File: config.mk
export PLATFORM = sky130hd
export DESIGN_NAME = freq_spec_display
export DESIGN_NICKNAME = d
export VERILOG_FILES = /design/src/rtl/freq_spec_display.sv
export SDC_FILE = /design/constraint.sdc
export NUM_CORES = 2
export LEC_CHECK = 0
export CORE_MARGIN = 1.5
export CORE_UTILIZATION = 25
export CTS_CLUSTER_SIZE = 24
export DETAILED_ROUTE_END_ITERATION = 8
export DONT_BUFFER_PORTS = 1
export GPL_TIMING_DRIVEN = 0
export PLACE_DENSITY = 0.45
export SLEW_MARGIN = 20
export SYNTH_ARGS = -nofsm -noshare
export SYNTH_HDL_FRONTEND = slang
export SYNTH_SLANG_ARGS = --single-unit
File: constraint.sdc
create_clock -name clk50 -period 5.7 [get_ports clk50]
set_input_delay 1.14 -clock clk50 [delete_from_list [all_inputs] [get_ports clk50]]
set_output_delay 1.14 -clock clk50 [all_outputs]
set_load 0.005 [all_outputs]
File: src/rtl/freq_spec_display.sv
// Frame-synchronous spectrum-analyser bar renderer for 640x480 VGA on clk50.
// Band levels are double-buffered and latched at the start of vertical blanking; each band has a peak-hold marker.
module freq_spec_display #(
  parameter int unsigned NBANDS      = 12,
  parameter int unsigned LVL_W       = 9,
  parameter int unsigned BAR_W       = 48,
  parameter int unsigned GAP         = 4,
  parameter int unsigned X0          = 10,
  parameter int unsigned SEG         = 8,
  parameter int unsigned PEAK_H      = 2,
  parameter int unsigned HOLD_FRAMES = 30,
  parameter int unsigned DECAY       = 4
) (
  input  logic                      clk50,
  input  logic                      reset_n,
  input  logic                      band_we,
  input  logic [$clog2(NBANDS)-1:0] band_addr,
  input  logic [LVL_W-1:0]          band_level,
  output logic                      frame_tick,
  output logic [7:0]                VGA_R,
  output logic [7:0]                VGA_G,
  output logic [7:0]                VGA_B,
  output logic                      VGA_CLK,
  output logic                      VGA_HS,
  output logic                      VGA_VS,
  output logic                      VGA_BLANK_n,
  output logic                      VGA_SYNC_n
);

  localparam int unsigned AW      = $clog2(NBANDS);
  localparam int unsigned SW      = (SEG > 1) ? $clog2(SEG) : 1;
  localparam int unsigned HW      = (HOLD_FRAMES > 0) ? $clog2(HOLD_FRAMES + 1) : 1;
  localparam int unsigned CW      = (LVL_W > 10) ? LVL_W + 1 : 11;
  localparam int unsigned PITCH   = BAR_W + GAP;
  localparam int unsigned MAX_LVL = 480;
  localparam logic [23:0] BG_RGB  = 24'h202020;

  if (X0 + NBANDS * PITCH - GAP > 640) begin : g_bad_geometry
    $error("freq_spec_display: bars do not fit in 640 columns");
  end
  if (NBANDS < 2 || NBANDS > 16) begin : g_bad_nbands
    $error("freq_spec_display: NBANDS must be 2..16");
  end

  logic [10:0]   hcount;
  logic [9:0]    vcount;
  logic [SW-1:0] seg_row;
  logic          line_end;
  logic          latch;
  logic          active;
  logic          gap_row;
  logic [9:0]    col;
  logic [9:0]    row;
  logic [LVL_W-1:0] wr_level;
  logic [NBANDS-1:0] in_win;
  logic [23:0]   band_rgb [NBANDS];
  logic [23:0]   pix;

  assign line_end   = (hcount == 11'd1599);
  assign latch      = (vcount == 10'd480) && (hcount == 11'd0);
  assign frame_tick = latch;
  assign active     = (hcount < 11'd1280) && (vcount < 10'd480);
  assign gap_row    = (seg_row == SW'(SEG - 1));
  assign col        = hcount[10:1];
  assign row        = vcount;
  assign wr_level   = (CW'(band_level) > CW'(MAX_LVL)) ? LVL_W'(MAX_LVL) : band_level;
  assign VGA_SYNC_n = 1'b1;

  // Raster counters; seg_row tracks row modulo SEG and realigns at the top of each frame.
  always_ff @(posedge clk50 or negedge reset_n) begin
    if (!reset_n) begin
      hcount  <= '0;
      vcount  <= '0;
      seg_row <= '0;
    end else if (line_end) begin
      hcount  <= '0;
      vcount  <= (vcount == 10'd524) ? 10'd0 : vcount + 10'd1;
      seg_row <= (vcount == 10'd524 || seg_row == SW'(SEG - 1)) ? SW'(0) : seg_row + SW'(1);
    end else begin
      hcount  <= hcount + 11'd1;
    end
  end

  for (genvar i = 0; i < NBANDS; i++) begin : g_band
    localparam int unsigned LO = X0 + i * PITCH;
    localparam logic [7:0]  RI = 8'((i * 255) / (NBANDS - 1));

    logic [LVL_W-1:0] shadow, act, peak, sub, decayed;
    logic [HW-1:0]    hold;
    logic [CW-1:0]    peak_sum, act_sum;
    logic             peak_hit, bar_hit;

    assign sub     = (CW'(peak) > CW'(DECAY)) ? LVL_W'(CW'(peak) - CW'(DECAY)) : '0;
    assign decayed = (sub > shadow) ? sub : shadow;

    // A write in the latch cycle reaches the shadow only; act copies the old shadow value.
    always_ff @(posedge clk50 or negedge reset_n) begin
      if (!reset_n) begin
        shadow <= '0;
        act    <= '0;
        peak   <= '0;
        hold   <= '0;
      end else begin
        if (band_we && band_addr == AW'(i)) shadow <= wr_level;
        if (latch) begin
          act <= shadow;
          if (shadow >= peak) begin
            peak <= shadow;
            hold <= HW'(HOLD_FRAMES);
          end else if (hold != '0) begin
            hold <= hold - HW'(1);
          end else begin
            peak <= decayed;
          end
        end
      end
    end

    assign peak_sum  = CW'(row) + CW'(peak);
    assign act_sum   = CW'(row) + CW'(act);
    assign peak_hit  = (peak != '0) && (peak_sum >= CW'(MAX_LVL)) && (peak_sum < CW'(MAX_LVL + PEAK_H));
    assign bar_hit   = (act_sum >= CW'(MAX_LVL)) && !gap_row;
    assign in_win[i] = (col >= 10'(LO)) && (col < 10'(LO + BAR_W));
    assign band_rgb[i] = peak_hit ? 24'hFFFFFF : bar_hit ? {RI, 8'h30, 8'hFF - RI} : BG_RGB;
  end

  // Bar windows never overlap, so at most one band claims the column.
  always_comb begin
    pix = BG_RGB;
    for (int i = 0; i < NBANDS; i++) begin
      if (in_win[i]) pix = band_rgb[i];
    end
  end

  always_ff @(posedge clk50 or negedge reset_n) begin
    if (!reset_n) begin
      {VGA_R, VGA_G, VGA_B} <= '0;
      VGA_HS      <= 1'b1;
      VGA_VS      <= 1'b1;
      VGA_BLANK_n <= 1'b0;
      VGA_CLK     <= 1'b0;
    end else begin
      VGA_CLK     <= hcount[0];
      VGA_HS      <= !((hcount >= 11'd1312) && (hcount <= 11'd1503));
      VGA_VS      <= !((vcount >= 10'd490) && (vcount <= 10'd491));
      VGA_BLANK_n <= active;
      {VGA_R, VGA_G, VGA_B} <= active ? pix : 24'h000000;
    end
  end

endmodule
==> flow_summary.yaml <==
floorplan:
  die_x_um: 373
  die_h_um: 373
  start_util: 0.252
  io_pins: 46
  num_rows: 135
  core-area_um2: 136000
  die_area_um2: 139000
clock_network:
  clkTransAtPathRegs_ns: 0.06
  post_cts_buffers: 0
  cts.path.max_buffers: 3
  ctsHoldBuffers: 0
  worstSkewPairLatency_ns: 0.66
  ctsResizeCount: 0
  cts_max_level: 2
  cts_buffers: 57
  cts_tree: "done"
  ctsRootBufferMaster: "clkbuf_16"
  clkSinkCount: 430
timing:
  timing.final.crit_share: 0.876
  maxSlewViolCount: 100
  tightest_slew_ns: 1.65
  setup_violations: 0
  rsz0062_at_grt: "false"
  slew_headroom: -0.103
  max_freq_mhz: 200
  hold_viol_final: 0
  worst_slack_ns: 0.707
  fin_worst_skew_ns: 0.0187
  period_needed_ns: 4.99
cells_and_area:
  nets: 4501
  syn2layout_area_growth_pct: 13.5
  final_cell_count_no_fill: 5791
  drive_gt1_frac: 0.0641
synthesis:
  syn_avg_cell_area_um2: 8.82
  synthCells: 3885
  yosysSeqAreaShare: 0.314
  synth.distinct_cells: 108
  syn-num-nets: 4423
  ys_async_sr_fraction: 1.00
  ys_ff_latch: 430
  syn_area_um2: 34300
  synth_edf_count: 0
  yosys_most_used_dff: "dfrtp_1"
  synth_warnings: 0
critical_path:
  cp.arrival_ns: 3.85
  cp-start-kind: "flip-flop"
  critPathCaptureType: "primary output"
  critPathMaxFanout: 21
  path_class: "reg2out"
  reg2regPathDepth: 12
  cp.required_ns: 4.56
grt:
  grt_pass1_vias: 28200
  grt.total_usage: 0.164
  antenna_found_initial: 8
  globalRouteOverflowTotal: 0
  grt_max_degree: 431
  grt_pass1_wl_mm: 177
routing:
  dr_total_vias: 28600
  viasPerCell: 4.93
  drtAntennaViolNets: 0
  wirelength_mm: 115
  wl_per_cell_um: 19.9
  dr.first_iter.drc_count: 1815
  drcViolationCount: 0
  drtPass1Iterations: 5
min_path:
  hp-class: "in2async"
placed_design:
  gp_congestion: 0.874
  port_buffers: 0
  dp_hpwl_mm: 85.6
  dpl.cell_count: 5685
  post-place-ws_ns: 0.943
pwr:
  peakVddDrop_uv: 223
  p_per_area_nw_per_um2: 218
  leakage_nw: 18.0
status:
  status: "complete, but fails checks"
  violations: "slew limit"
job:
  drv_cap: 0
[path summary, 6_finish.rpt]
kind                            slack (ns)                 to               from
worst max register to register        0.93           VGA_R[6]             row[0]
max in group asynchronous             3.98             row[7]            reset_n
min in group clk50                    0.46  g_band[3].hold[0]  g_band[3].hold[0]
worst min register to register        0.46  g_band[3].hold[0]  g_band[3].hold[0]
worst max-delay path                  0.71         frame_tick             row[1]
worst min-delay path                  0.22  g_band[3].hold[4]            reset_n
[synthesized netlist by cell type, types with 24 or more instances]
cell type	count	share of area
nor2_1	232	0.025
nand2_1	411	0.045
ha_1	498	0.18
nand3_1	91	0.013
fa_1	24	0.014
mux2_2	27	0.0089
xnor2_1	110	0.028
a211oi_1	39	0.0085
a21oi_1	184	0.027
nand4_1	40	0.0073
a21o_1	81	0.018
clkbuf_1	81	0.0089
dfrtp_1	428	0.31
o21bai_1	31	0.0068
xor2_1	53	0.014
nor3_1	115	0.017
nand2b_1	48	0.0088
o21a_1	54	0.012
nor2b_1	43	0.0078
a31oi_1	44	0.0080
nor4_1	27	0.0049
o21ai_0	395	0.058
inv_1	306	0.034
mux2i_1	125	0.037
o21ai_1	27	0.0039
o211ai_1	25	0.0055
[layer usage]
layer	track usage	wire, um	up-vias	share of wire
li1	-	-	14100	-
met1	0.228	55500	13800	0.48
met2	0.264	52300	505	0.45
met3	0.0199	4510	149	0.039
met4	0.0483	2930	0	0.025
met5	0	0	-	0
[power by group]
part / switching (W) / internal (W) / leakage [nW]
Combinational: 0.000859 / 0.000546 / 11.3
Clock: 0.00150 / 0.00218 / 0.925
Sequential: 0.000178 / 0.00323 / 5.74
[flip-flops by register name (all words and copies together) (netlist names)]
name	flops
g_band.act	108
g_band.peak	108
g_band.shadow	108
g_band.hold	60
hcount	11
row	10
VGA_B	8
VGA_R	8
VGA_G	3
seg_row	3
VGA_CLK	1
VGA_HS	1
VGA_VS	1
[critical path, stage by stage (launching register included)]
cell and delay (ns):
dfrtp_4 0.68, buf_16 0.28, inv_2 0.39, ha_1 0.32
nand4_1 0.10, nor2_1 0.70, clkbuf_1 0.67
[stage by stage]
stage	hold WS (ns)	TNS, ns	util	total power (W)	cell area, um^2
after floorplan	0.435	0	-	0.00434	34300
final	0.216	0	0.287	0.00849	38900
after global routing	0.175	0	0.286	0.00895	38900
after global placement	0.455	-564.37	0.269	0.00484	36500
after CTS	0.204	0	0.286	0.00863	38900
after detailed placement	0.460	0	0.272	0.00487	37000
[cell type report]
type	instances	area (um^2)
Timing Repair Buffer	19	438
Buffer	114	502
Antenna cell	2	5.00
Sequential cell	430	10800
Clock inverter	24	244
Fill cell	14500	96900
Clock buffer	80	1640
Inverter	308	1160
Multi-Input combinational cell	3033	21900
Tap cell	1781	2230
[cell families (layout without fill, tap and decap cells)]
kind of cell / after synthesis / in the layout / share of synthesized area
AND/OR/NAND/NOR: 1154 / 1154 / 0.163
multiplexers: 152 / 152 / 0.0454
buffers and inverters: 422 / 545 / 0.0480
AO/OA/AOI/OAI: 1041 / 1041 / 0.191
XOR/XNOR: 163 / 163 / 0.0417
flip-flops: 430 / 430 / 0.314
adder cells (fa/ha/maj): 522 / 522 / 0.196
other: 1 / 3 / 0.000109
[layout by cell type (no fill, tap or decap), types with 43 or more instances in the layout]
master and count:
xnor2_1 110, nand3_1 91, dfrtp_1 419, nand2b_1 48, o21a_1 54, nor3_1 115, xor2_1 53, a21oi_1 184
inv_1 305, ha_1 498, o21ai_0 395, mux2i_1 125, nor2b_1 43, clkbuf_16 57, a31oi_1 43, a21o_1 81
nor2_1 232, clkbuf_1 82, nand2_1 411
(Power assumes the default switching activity.)
